### config.mk
export PLATFORM = sky130hd
export DESIGN_NAME = wb_arbiter
export DESIGN_NICKNAME = d
export VERILOG_FILES = /design/src/rtl/wb_arbiter_pkg.sv /design/src/rtl/wb_queue.sv /design/src/rtl/wb_arbiter.sv
export SDC_FILE = /design/constraint.sdc
export NUM_CORES = 1
export LEC_CHECK = 0
export ABC_AREA = 1
export CAP_MARGIN = 20
export CORE_MARGIN = 5
export CORE_UTILIZATION = 45
export CTS_CLUSTER_DIAMETER = 50
export CTS_CLUSTER_SIZE = 8
export DETAILED_ROUTE_END_ITERATION = 12
export PLACE_DENSITY = 0.6
export SETUP_SLACK_MARGIN = 0.1
export SYNTH_ARGS = -nofsm -noshare
export SYNTH_HDL_FRONTEND = slang
export SYNTH_HIERARCHICAL = 1
export SYNTH_SLANG_ARGS = --single-unit
### constraint.sdc
create_clock -name clk -period 7.5 [get_ports clk]
set_input_delay 0.75 -clock clk [delete_from_list [all_inputs] [get_ports clk]]
set_output_delay 0.75 -clock clk [all_outputs]
set_load 0.02 [all_outputs]
### src/rtl/wb_arbiter_pkg.sv
// Shared types and defaults for the writeback arbiter and its per-port queues.
package wb_arbiter_pkg;

    localparam int unsigned DataWidth      = 32;
    localparam int unsigned RobDepth       = 16;
    localparam int unsigned RobW           = $clog2(RobDepth);
    localparam int unsigned ExePortsDflt   = 3;
    localparam int unsigned QueueDepthDflt = 4;
    localparam int unsigned ExpCodeW       = 4;
    localparam int unsigned RegAddrW       = 5;

    typedef logic [ExpCodeW-1:0] ExpCode_t;

    // ROB writeback destination; only addr carries the ROB id here
    typedef struct packed {
        logic [1:0]          rtype;
        logic [RegAddrW-1:0] addr;
    } RegFile_t;

    // One buffered execution result
    typedef struct packed {
        logic [RobW-1:0]      rob_id;
        logic [DataWidth-1:0] data;
        logic                 exp_;
        ExpCode_t             exp_code;
        logic                 pred_miss_;
        logic                 jump_miss_;
    } WbReq_t;

    // Idle value of a result: all active-low flags deasserted
    localparam WbReq_t WbReqIdle = '{
        rob_id:     '0,
        data:       '0,
        exp_:       1'b1,
        exp_code:   '0,
        pred_miss_: 1'b1,
        jump_miss_: 1'b1
    };

    // True when a result carries an exception or a control-flow miss
    function automatic logic has_event(input WbReq_t r);
        return (!r.exp_) || (!r.pred_miss_) || (!r.jump_miss_);
    endfunction

endpackage

### src/rtl/wb_queue.sv
// Per-source result FIFO. A pop frees a slot in the same cycle, so push+pop
// is accepted even when full; a push into a full queue without a pop is dropped.
module wb_queue
    import wb_arbiter_pkg::*;
#(
    parameter int unsigned DEPTH = QueueDepthDflt
) (
    input  logic   clk,
    input  logic   reset_,
    input  logic   flush_i,
    input  logic   push_i,
    input  logic   pop_i,
    input  WbReq_t din_i,
    output WbReq_t head_o,
    output logic   full_o,
    output logic   empty_o
);

    localparam int unsigned PtrW = (DEPTH > 1) ? $clog2(DEPTH) : 1;
    localparam int unsigned CntW = PtrW + 1;

    WbReq_t          mem_q [DEPTH];
    logic [PtrW-1:0] wr_ptr_q, wr_ptr_d;
    logic [PtrW-1:0] rd_ptr_q, rd_ptr_d;
    logic [CntW-1:0] count_q, count_d;
    logic            do_push;
    logic            do_pop;

    assign head_o = mem_q[rd_ptr_q];

    // Status, accept decisions and next pointer/count values
    always_comb begin
        full_o   = (count_q == CntW'(DEPTH));
        empty_o  = (count_q == '0);
        do_pop   = pop_i && !empty_o;
        do_push  = push_i && (!full_o || do_pop);
        wr_ptr_d = wr_ptr_q;
        rd_ptr_d = rd_ptr_q;
        count_d  = count_q;
        if (do_push) wr_ptr_d = wr_ptr_q + 1'b1;
        if (do_pop)  rd_ptr_d = rd_ptr_q + 1'b1;
        case ({do_push, do_pop})
            2'b10:   count_d = count_q + 1'b1;
            2'b01:   count_d = count_q - 1'b1;
            default: count_d = count_q;
        endcase
        if (flush_i) begin
            wr_ptr_d = '0;
            rd_ptr_d = '0;
            count_d  = '0;
        end
    end

    // Pointer and occupancy registers
    always_ff @(posedge clk) begin
        if (!reset_) begin
            wr_ptr_q <= '0;
            rd_ptr_q <= '0;
            count_q  <= '0;
        end else begin
            wr_ptr_q <= wr_ptr_d;
            rd_ptr_q <= rd_ptr_d;
            count_q  <= count_d;
        end
    end

    // Storage write; contents need no reset since occupancy gates reads
    always_ff @(posedge clk) begin
        if (do_push && !flush_i) mem_q[wr_ptr_q] <= din_i;
    end

endmodule

### src/rtl/wb_arbiter.sv
// Writeback arbiter: per-source queues, one grant per cycle, registered ROB
// writeback port, flush discards everything in flight.
// Optional WB_EXP_PRIO_EN: heads with an exception/miss win (lowest index)
// over round-robin.
module wb_arbiter
    import wb_arbiter_pkg::*;
#(
    parameter int unsigned DATA        = DataWidth,
    parameter int unsigned ROB_DEPTH   = RobDepth,
    parameter int unsigned EXE_PORTS   = ExePortsDflt,
    parameter int unsigned QUEUE_DEPTH = QueueDepthDflt
) (
    input  logic                                 clk,
    input  logic                                 reset_,
    input  logic                                 flush_,
    input  logic     [EXE_PORTS-1:0]             exe_e_,
    input  logic     [EXE_PORTS-1:0][$clog2(ROB_DEPTH)-1:0] exe_rob_id,
    input  logic     [EXE_PORTS-1:0][DATA-1:0]   exe_data,
    input  logic     [EXE_PORTS-1:0]             exe_exp_,
    input  ExpCode_t [EXE_PORTS-1:0]             exe_exp_code,
    input  logic     [EXE_PORTS-1:0]             exe_pred_miss_,
    input  logic     [EXE_PORTS-1:0]             exe_jump_miss_,
    output logic     [EXE_PORTS-1:0]             exe_busy,
    output logic                                 wb_e_,
    output RegFile_t                             wb_rd,
    output logic     [DATA-1:0]                  wb_data,
    output logic                                 wb_exp_,
    output ExpCode_t                             wb_exp_code,
    output logic                                 wb_pred_miss_,
    output logic                                 wb_jump_miss_
);

    localparam int unsigned ROB = $clog2(ROB_DEPTH);
    localparam int unsigned PW  = (EXE_PORTS > 1) ? $clog2(EXE_PORTS) : 1;
    localparam int unsigned PW1 = PW + 1;

    WbReq_t               head [EXE_PORTS];
    logic [EXE_PORTS-1:0] empty;
    logic [EXE_PORTS-1:0] full;
    logic [EXE_PORTS-1:0] push;
    logic [EXE_PORTS-1:0] pop;

    logic          grant_vld;
    logic [PW-1:0] win;
    logic [PW-1:0] rr_ptr_q, rr_ptr_d;
    logic          wb_e_q, wb_e_d;
    WbReq_t        out_q, out_d;

    for (genvar g = 0; g < EXE_PORTS; g++) begin : g_port
        WbReq_t din;

        assign din.rob_id     = RobW'(exe_rob_id[g]);
        assign din.data       = DataWidth'(exe_data[g]);
        assign din.exp_       = exe_exp_[g];
        assign din.exp_code   = exe_exp_code[g];
        assign din.pred_miss_ = exe_pred_miss_[g];
        assign din.jump_miss_ = exe_jump_miss_[g];

        assign push[g] = ~exe_e_[g] & flush_;
        assign pop[g]  = grant_vld & flush_ & (win == PW'(g));

        wb_queue #(
            .DEPTH (QUEUE_DEPTH)
        ) u_queue (
            .clk     (clk),
            .reset_  (reset_),
            .flush_i (~flush_),
            .push_i  (push[g]),
            .pop_i   (pop[g]),
            .din_i   (din),
            .head_o  (head[g]),
            .full_o  (full[g]),
            .empty_o (empty[g])
        );
    end

    assign exe_busy = full;

    // Winner selection: round-robin from rr_ptr, optionally overridden by event heads
    always_comb begin
        logic [PW1-1:0] idx;
        grant_vld = 1'b0;
        win       = '0;
        for (int unsigned k = 0; k < EXE_PORTS; k++) begin
            idx = {1'b0, rr_ptr_q} + PW1'(k);
            if (idx >= PW1'(EXE_PORTS)) idx = idx - PW1'(EXE_PORTS);
            if (!grant_vld && !empty[idx[PW-1:0]]) begin
                grant_vld = 1'b1;
                win       = idx[PW-1:0];
            end
        end
`ifdef WB_EXP_PRIO_EN
        begin
            logic found_ev;
            found_ev = 1'b0;
            for (int unsigned i = 0; i < EXE_PORTS; i++) begin
                if (!found_ev && !empty[PW'(i)] && has_event(head[PW'(i)])) begin
                    found_ev  = 1'b1;
                    grant_vld = 1'b1;
                    win       = PW'(i);
                end
            end
        end
`endif
    end

    // Next round-robin pointer and output stage contents
    always_comb begin
        logic [PW1-1:0] nxt;
        rr_ptr_d = rr_ptr_q;
        wb_e_d   = 1'b1;
        out_d    = out_q;
        nxt      = {1'b0, win} + PW1'(1);
        if (nxt >= PW1'(EXE_PORTS)) nxt = '0;
        if (!flush_) begin
            rr_ptr_d = '0;
        end else if (grant_vld) begin
            rr_ptr_d = nxt[PW-1:0];
            wb_e_d   = 1'b0;
            out_d    = head[win];
        end
    end

    // Arbiter pointer and registered writeback port
    always_ff @(posedge clk) begin
        if (!reset_) begin
            rr_ptr_q <= '0;
            wb_e_q   <= 1'b1;
            out_q    <= WbReqIdle;
        end else begin
            rr_ptr_q <= rr_ptr_d;
            wb_e_q   <= wb_e_d;
            out_q    <= out_d;
        end
    end

    assign wb_e_         = wb_e_q;
    assign wb_rd.rtype   = '0;
    assign wb_rd.addr    = RegAddrW'(out_q.rob_id);
    assign wb_data       = DATA'(out_q.data);
    assign wb_exp_       = out_q.exp_;
    assign wb_exp_code   = out_q.exp_code;
    assign wb_pred_miss_ = out_q.pred_miss_;
    assign wb_jump_miss_ = out_q.jump_miss_;

    // ROB id width is fixed by the package struct
    logic unused_rob;
    assign unused_rob = (ROB == 0);

endmodule

# Word-level counts from Yosys, hierarchy flattened
# Memories as Yosys holds them, arrays and structs flattened. A register that Yosys moved wholly into a read port is not among the register bits.
# Cells that the tools add are included.
# W data, S select, Z words.
[word_totals] register_bits=67 ramBits=516 mem_count=3
[mem_list] memory="g_port[0].u_queue.mem_q" depth=4 word_bits=43 read_ports=1 rd_clocked_by_memory_dff=1 wr=1 line="wb_queue.sv:22" source="WbReq_t mem_q [DEPTH];"
[mem_list] memory="g_port[1].u_queue.mem_q" depth=4 word_bits=43 read_ports=1 rd_clocked_by_memory_dff=1 wr=1 line="wb_queue.sv:22"
[mem_list] memory="g_port[2].u_queue.mem_q" depth=4 word_bits=43 read_ports=1 rd_clocked_by_memory_dff=1 wr=1 line="wb_queue.sv:22"
[op_classes] n_addsub=18 magnitude_cmp=8 eq_ne=11 muxes=35 bitwise_logic=11 reduce_logical=32
[op_table] operator="$bmux W43 S2" count=1
[op_table] operator="$mux W43" count=2
[op_table] operator="$mux W2" count=13
[op_table] operator="$pmux W3 S2" count=3
[op_table] operator="$mux W1" count=13
[op_table] operator="$add A2 B1 Y2 const B" count=6
[op_table] operator="$logic_and A1 B1 Y1" count=11
[op_table] operator="$add A3 B1 Y3 const B" count=3
[op_table] operator="$eq A3 B3 Y1 const B" count=3
[op_table] operator="$ge A3 B2 Y1 const B" count=3
[op_table] operator="$logic_not A1 Y1" count=9
[op_table] operator="$logic_not A3 Y1" count=3
[op_table] operator="$lt A2 B3 Y1 const B" count=3
[op_table] operator="$sub A3 B1 Y3 const B" count=3
[op_table] operator="$eq A2 B1 Y1 const B" count=4
[op_table] operator="$eq A2 B2 Y1 const B" count=4
[op_table] operator="$and A1 B1 Y1" count=7
[op_table] operator="$add A2 B1 Y3 const B" count=2
[op_table] operator="$bmux W1 S2" count=3
[op_table] operator="$reduce_bool A2 Y1" count=3
[op_table] operator="$sub A2 B2 Y2 const B" count=3
[op_table] operator="$reduce_and A2 Y1" count=2
[op_table] operator="$add A2 B2 Y3 const B" count=1
[op_table] operator="$ge A3 B3 Y1 const B" count=1
[op_table] operator="other kinds (5)" count=9

# Longest topological paths before layout
[depth] word_depth=19 ltp_mapped=26 ltp_nobuf=25

# Hierarchy
# The synthesis kept the hierarchy.
[by_module_without_submodules] module="wb_queue" instances=3 cells_each=493 area_each_um2=6871.6 seq_area_each_um2=5345.1
[by_module_without_submodules] module="wb_arbiter" instances=1 cells_each=551 area_each_um2=3289.4 seq_area_each_um2=920.9

# Worst setup path before layout
# OpenSTA, ideal clock, no wires.
[synth_path] kind="register to register" start="reg rr_ptr_q[0]" end="mem g_port[0].u_queue/mem_q[0][0] (netlist name), enable pin" arrival_time_ns=4.145 t_required_ns=7.056 slack_ns=2.911 path_stages_with_launch=19 n_path_buf=2 period_less_slack_ns=4.589 cell_sequence="dfxtp_1 -> inv_1 -> ha_1 -> inv_2 -> nand2_1 -> nand2_1 -> nand2_1 -> nand2_1 -> nand2_1 -> inv_1 -> nand3_2 -> nand2_1 -> buf_4 -> buf_2 -> nor3_1 -> inv_1 -> nand3_1 -> nand3_1 -> nor2_1"
[synth_via] elab_chain_cells=19
[synth_lines] element="start: declaration" line="wb_arbiter.sv:45" source="logic [PW-1:0] rr_ptr_q, rr_ptr_d;"
[synth_lines] element="start signal: assignment" line="wb_arbiter.sv:131" source="rr_ptr_q <= rr_ptr_d;"
[synth_lines] element="$add A2 B1 Y3" line="wb_arbiter.sv:85" source="idx = {1'b0, rr_ptr_q} + PW1'(k);"
[synth_lines] element="$ge A3 B2 Y1 / $sub A2 B2 Y2 (equally long branches)" line="wb_arbiter.sv:86" source="if (idx >= PW1'(EXE_PORTS)) idx = idx - PW1'(EXE_PORTS);"
[synth_lines] element="$mux W2" line="wb_arbiter.sv:86"
[synth_lines] element="$bmux W1 S2" line="wb_arbiter.sv:87" source="if (!grant_vld && !empty[idx[PW-1:0]]) begin"
[synth_lines] element="$mux W1 (not written as such)" line="wb_arbiter.sv:87"
[synth_lines] element="$logic_not A1 Y1" line="wb_arbiter.sv:87"
[synth_lines] element="$logic_and A1 B1 Y1" line="wb_arbiter.sv:87"
[synth_lines] element="$mux W1" line="wb_arbiter.sv:87"
[synth_lines] element="(+4 left out)"
[synth_lines] element="$and A1 B1 Y1 (*)" line="wb_arbiter.sv:60" source="assign pop[g] = grant_vld & flush_ & (win == PW'(g));"
[synth_lines] element="net pop[0]" line="wb_arbiter.sv:41" source="logic [EXE_PORTS-1:0] pop;"
[synth_lines] element="$logic_and A1 B1 Y1 (*)" line="wb_queue.sv:35" source="do_pop = pop_i && !empty_o;"
[synth_lines] element="$logic_or A1 B1 Y1 (*)" line="wb_queue.sv:36" source="do_push = push_i && (!full_o || do_pop);"
[synth_lines] element="$logic_and A1 B1 Y1 (*)" line="wb_queue.sv:36"
[synth_lines] element="$logic_and A1 B1 Y1 (*)" line="wb_queue.sv:69" source="if (do_push && !flush_i) mem_q[wr_ptr_q] <= din_i;"
[synth_lines] element="$mux W1 (*)" line="wb_queue.sv:69"
[synth_lines] element="$mux W1 (not written as such) (*)" line="wb_queue.sv:69"
[synth_lines] element="end: declaration" line="wb_queue.sv:22"
# Mark *: on every way through the listed nets, which the timed path passes. The rest lies on a longest branch. The select of a mux whose other input is x is not followed.

# Final worst setup path
[layout_path] start="reg rr_ptr_q[0]" end="mem g_port[2].u_queue/mem_q[0][21] (netlist name), enable pin"
[layout_via] elab_chain_cells=19
[layout_lines] element="$add A2 B1 Y3" line="wb_arbiter.sv:85"
[layout_lines] element="$ge A3 B2 Y1 / $sub A2 B2 Y2 (equally long branches)" line="wb_arbiter.sv:86"
[layout_lines] element="$mux W2" line="wb_arbiter.sv:86"
[layout_lines] element="$bmux W1 S2" line="wb_arbiter.sv:87"
[layout_lines] element="$mux W1 (not written as such)" line="wb_arbiter.sv:87"
[layout_lines] element="$logic_not A1 Y1" line="wb_arbiter.sv:87"
[layout_lines] element="$logic_and A1 B1 Y1" line="wb_arbiter.sv:87"
[layout_lines] element="$mux W1" line="wb_arbiter.sv:87"
[layout_lines] element="(+4 left out)"
[layout_lines] element="$and A1 B1 Y1 (*)" line="wb_arbiter.sv:60"
[layout_lines] element="net pop[2]" line="wb_arbiter.sv:41"
[layout_lines] element="$logic_and A1 B1 Y1 (*)" line="wb_queue.sv:35"
[layout_lines] element="$logic_or A1 B1 Y1 (*)" line="wb_queue.sv:36"
[layout_lines] element="$logic_and A1 B1 Y1 (*)" line="wb_queue.sv:36"
[layout_lines] element="$logic_and A1 B1 Y1 (*)" line="wb_queue.sv:69"
[layout_lines] element="$mux W1 (*)" line="wb_queue.sv:69"
[layout_lines] element="$mux W1 (not written as such) (*)" line="wb_queue.sv:69"
[layout_lines] element="end: declaration" line="wb_queue.sv:22"
# Marked as above.

==> impl_metrics.json <==
{
  "run_status": "complete, no violations",
  "holdBufCountCts": 0,
  "netlist.top_cell.by_area": "sky130_fd_sc_hd__edfxtp_1",
  "yosys_warnings": 6,
  "core.rowCount": 84,
  "share_of_async_settable_or_async_resettable_flops_after_synthesis_pct": 0,
  "setup_tns_ns": 0,
  "synthesis.area_mm2": 0.0239,
  "first_global_vias": 15709,
  "h-tree-depth": 3,
  "cts_buffer_depth": 3,
  "post_cts_setup_buffers": 0,
  "total_power_uw": 9850,
  "dieArea_mm2": 0.0578,
  "layout_min_cycle_time_ns": 5.23,
  "areaGrowthSynthToFinish_pct": 20.0,
  "synthesis.instances": 2030,
  "list_of_most_frequent_post_synthesis_cells": "sky130_fd_sc_hd__edfxtp_1, sky130_fd_sc_hd__nor2_1, sky130_fd_sc_hd__o21ai_0",
  "dominant_synthesized_flop_cell": "sky130_fd_sc_hd__edfxtp_1",
  "postLayoutCellArea_mm2": 0.0287,
  "port_buffers": 181,
  "grt_antenna_before_repair": 3,
  "yosysTopAreaCellShare_pct": 64.8,
  "post-synth-top-count-cell": "sky130_fd_sc_hd__edfxtp_1",
  "worst-endpoint-arrival_ns": 5.45,
  "io_pins": 185,
  "core-area_mm2": 0.0526,
  "via_per_inst": 5.50,
  "drt-total-wl_mm": 62.7,
  "gp_congestion": 0.887,
  "setup_violations": 0,
  "critical_path_required_ns": 7.72,
  "chipWidth_um": 240,
  "clk_pin_slew_ns": 0.05,
  "synth_seq_cells": 589,
  "timing_worst_slew_pin_value_ns": 0.889,
  "max-vdd-ir-drop_mv": 0.285,
  "worst_setup_path_end_kind": "flip-flop",
  "setup_ws_ns": 2.27,
  "nets": 2365,
  "synth_top_cells_by_area": "sky130_fd_sc_hd__edfxtp_1, sky130_fd_sc_hd__dfxtp_1, sky130_fd_sc_hd__nor2_1",
  "finalCritPeriodShare_pct": 69.7,
  "tritoncts_clock_tree": "done",
  "clock-sinks": 589,
  "dp_slack_ns": 2.37,
  "cts_made_buffers": 86,
  "report.final.slew_viol_count": 0,
  "critical_setup_path_class": "reg -> reg",
  "timing.critical_path.mode_cell": "sky130_fd_sc_hd__nand3_1",
  "globalRoute.totalOverflow": 0,
  "vias": 16188,
  "cpMaxStageDelayCell": "sky130_fd_sc_hd__nand2_2",
  "power.density_cell_area_mw_per_mm2": 343,
  "layout-drive-gt1-share_pct": 6.92,
  "hpwlAfterDp_mm": 39.4,
  "initial_utilization_pct": 45.5,
  "largest_stage_delay_on_the_critical_path_ns": 0.99,
  "power_leakage_uw": 0.0101,
  "post_cts_resize_count": 0,
  "worst_clock_skew_ns": 0.0342,
  "clock-root-buffer": "sky130_fd_sc_hd__clkbuf_16",
  "grt_max_degree": 88,
  "drt-wirelength-per-cell_um": 21.3,
  "timing.max_slew.rel_slack_pct": 40.7,
  "timing.final.hold_violations": 0,
  "clock_latency_ns": 0.62,
  "maxCapViolations": 0,
  "rsz0062_at_grt": "no",
  "crit_family": "simple AND/OR/NAND/NOR gates",
  "layout.core_utilization_pct": 54.6,
  "sequential_area_share_after_synthesis_pct": 70.9,
  "setup.reg_to_reg.worst_slack_ns": 2.27,
  "synth.lib_cells_used.distinct": 26,
  "grt_util_all_layers_pct": 21.4,
  "drtAntennaViolNets": 0,
  "global_route_wire_length_before_repair_mm": 93.7,
  "critPathLaunchType": "flip-flop",
  "placedInstanceArea_mm2": 0.0262,
  "avgSynthCellArea_um2": 11.8,
  "worstPathCellList": "inv_1 -> ha_1 -> o21ai_0 -> nand2_1 -> nand3_1 -> nand3_2 -> nand2_2 -> nand2_1 -> nor2_1 -> inv_1 -> nand3_1 -> nand3_1 -> nor2_4 -> buf_4",
  "drc_errors": 0,
  "initialDrtViolationCount": 1667,
  "synth_enable_flop_cells": 516,
  "worstPathMaxFanout": 45,
  "dieHeight_um": 240,
  "dr.pass1.iters": 8,
  "crit_buf_inv": 3,
  "fmax_ghz": 0.191,
  "worst_hold_path_type": "reg -> reg"
}
state kept, by name (all words and copies together), names as in the netlist, named ones only:
signal	count
g_port.u_queue/wr_ptr_q	6
g_port.u_queue/rd_ptr_q	6
wb_rd	4
wb_jump_miss_	1
wb_data	32
g_port.u_queue/mem_q	516
g_port.u_queue/count_q	9
wb_e_	1
rr_ptr_q	2
wb_pred_miss_	1
wb_exp_	1
wb_exp_code	4
worst reg2reg max path: stages (launching register included):
cell	delay, ns
sky130_fd_sc_hd__dfxtp_1	0.37
sky130_fd_sc_hd__inv_1	0.08
sky130_fd_sc_hd__ha_1	0.38
sky130_fd_sc_hd__o21ai_0	0.32
sky130_fd_sc_hd__nand2_1	0.11
sky130_fd_sc_hd__nand3_1	0.14
sky130_fd_sc_hd__nand3_2	0.70
sky130_fd_sc_hd__nand2_2	1.00
sky130_fd_sc_hd__nand2_1	0.12
sky130_fd_sc_hd__nor2_1	0.23
sky130_fd_sc_hd__inv_1	0.07
sky130_fd_sc_hd__nand3_1	0.20
sky130_fd_sc_hd__nand3_1	0.35
sky130_fd_sc_hd__nor2_4	0.18
sky130_fd_sc_hd__buf_4	0.55
where the power goes:
| group | leakage [uW] | switching, uW | internal (uW) |
|---|---|---|---|
| clock network | 0.00120 | 1320 | 2220 |
| registers | 0.00526 | 90.3 | 3690 |
| logic | 0.00365 | 1830 | 696 |
| total | 0.0101 | 3240 | 6610 |
final timing paths:
check                                               from                                        to  cells past startpoint
worst min register to register      wb_exp_$_SDFFE_PN1P_                      wb_exp_$_SDFFE_PN1P_                      2
worst min-delay path                wb_exp_$_SDFFE_PN1P_                      wb_exp_$_SDFFE_PN1P_                      2
worst max register to register  rr_ptr_q[0]$_SDFFE_PN0N_  g_port[2].u_queue/mem_q[0][21]$_DFFE_PP_                     14
worst max-delay path            rr_ptr_q[0]$_SDFFE_PN0N_  g_port[2].u_queue/mem_q[0][21]$_DFFE_PP_                     14
metal layers:
layer  vias up  part of all wire, %  track usage, %
li1       7570                    -               -
met1      7938                   43            30.2
met2       571                   46            32.5
met3       109                  7.5            4.60
met4         0                  3.6            9.06
met5         -                    0               0
cells in the final DEF, fill, tap and decap left out, drive strengths merged:
cell           instances
nand3                 81
buf                   25
nor2                 383
clkdlybuf4s50        181
inv                  130
ha                    19
fa                     3
dfxtp                 73
o21ai                304
nand3b                40
nand2                166
diode                  1
edfxtp               516
clkinv                 7
clkbuf               125
a21oi                 61
conb                   3
bufinv                 2
clkinvlp               1
nor3                   4
nand4                  2
o22ai                129
through the flow:
stage | cells | hold slack (ns)
after floorplan | 2032 | 0.463
after global placement | 2807 | 0.477
after global routing | 2943 | 0.515
after CTS | 2943 | 0.482
final | 2944 | 0.482
after detailed placement | 2808 | 0.471
cell type report:
cell class | instances | area [um^2]
diodes | 1 | 2.50
inverters | 130 | 489
repair buffers | 206 | 2010
flip-flops and latches | 589 | 17000
well taps | 688 | 861
multi-input cells | 1195 | 5860
clock inverters | 10 | 125
fillers | 4418 | 23900
clock buffers | 125 | 2370
cell families after synthesis:
| logic type | count (synthesis) | synth area share, % |
|---|---|---|
| compound gates | 494 | 11.0 |
| buf+inv | 248 | 4.95 |
| fa+ha+maj | 22 | 1.25 |
| other cells | 1 | 0.0157 |
| simple gates | 676 | 11.8 |
| flops | 589 | 70.9 |
Note: power is estimated with default switching activity, not from simulation.
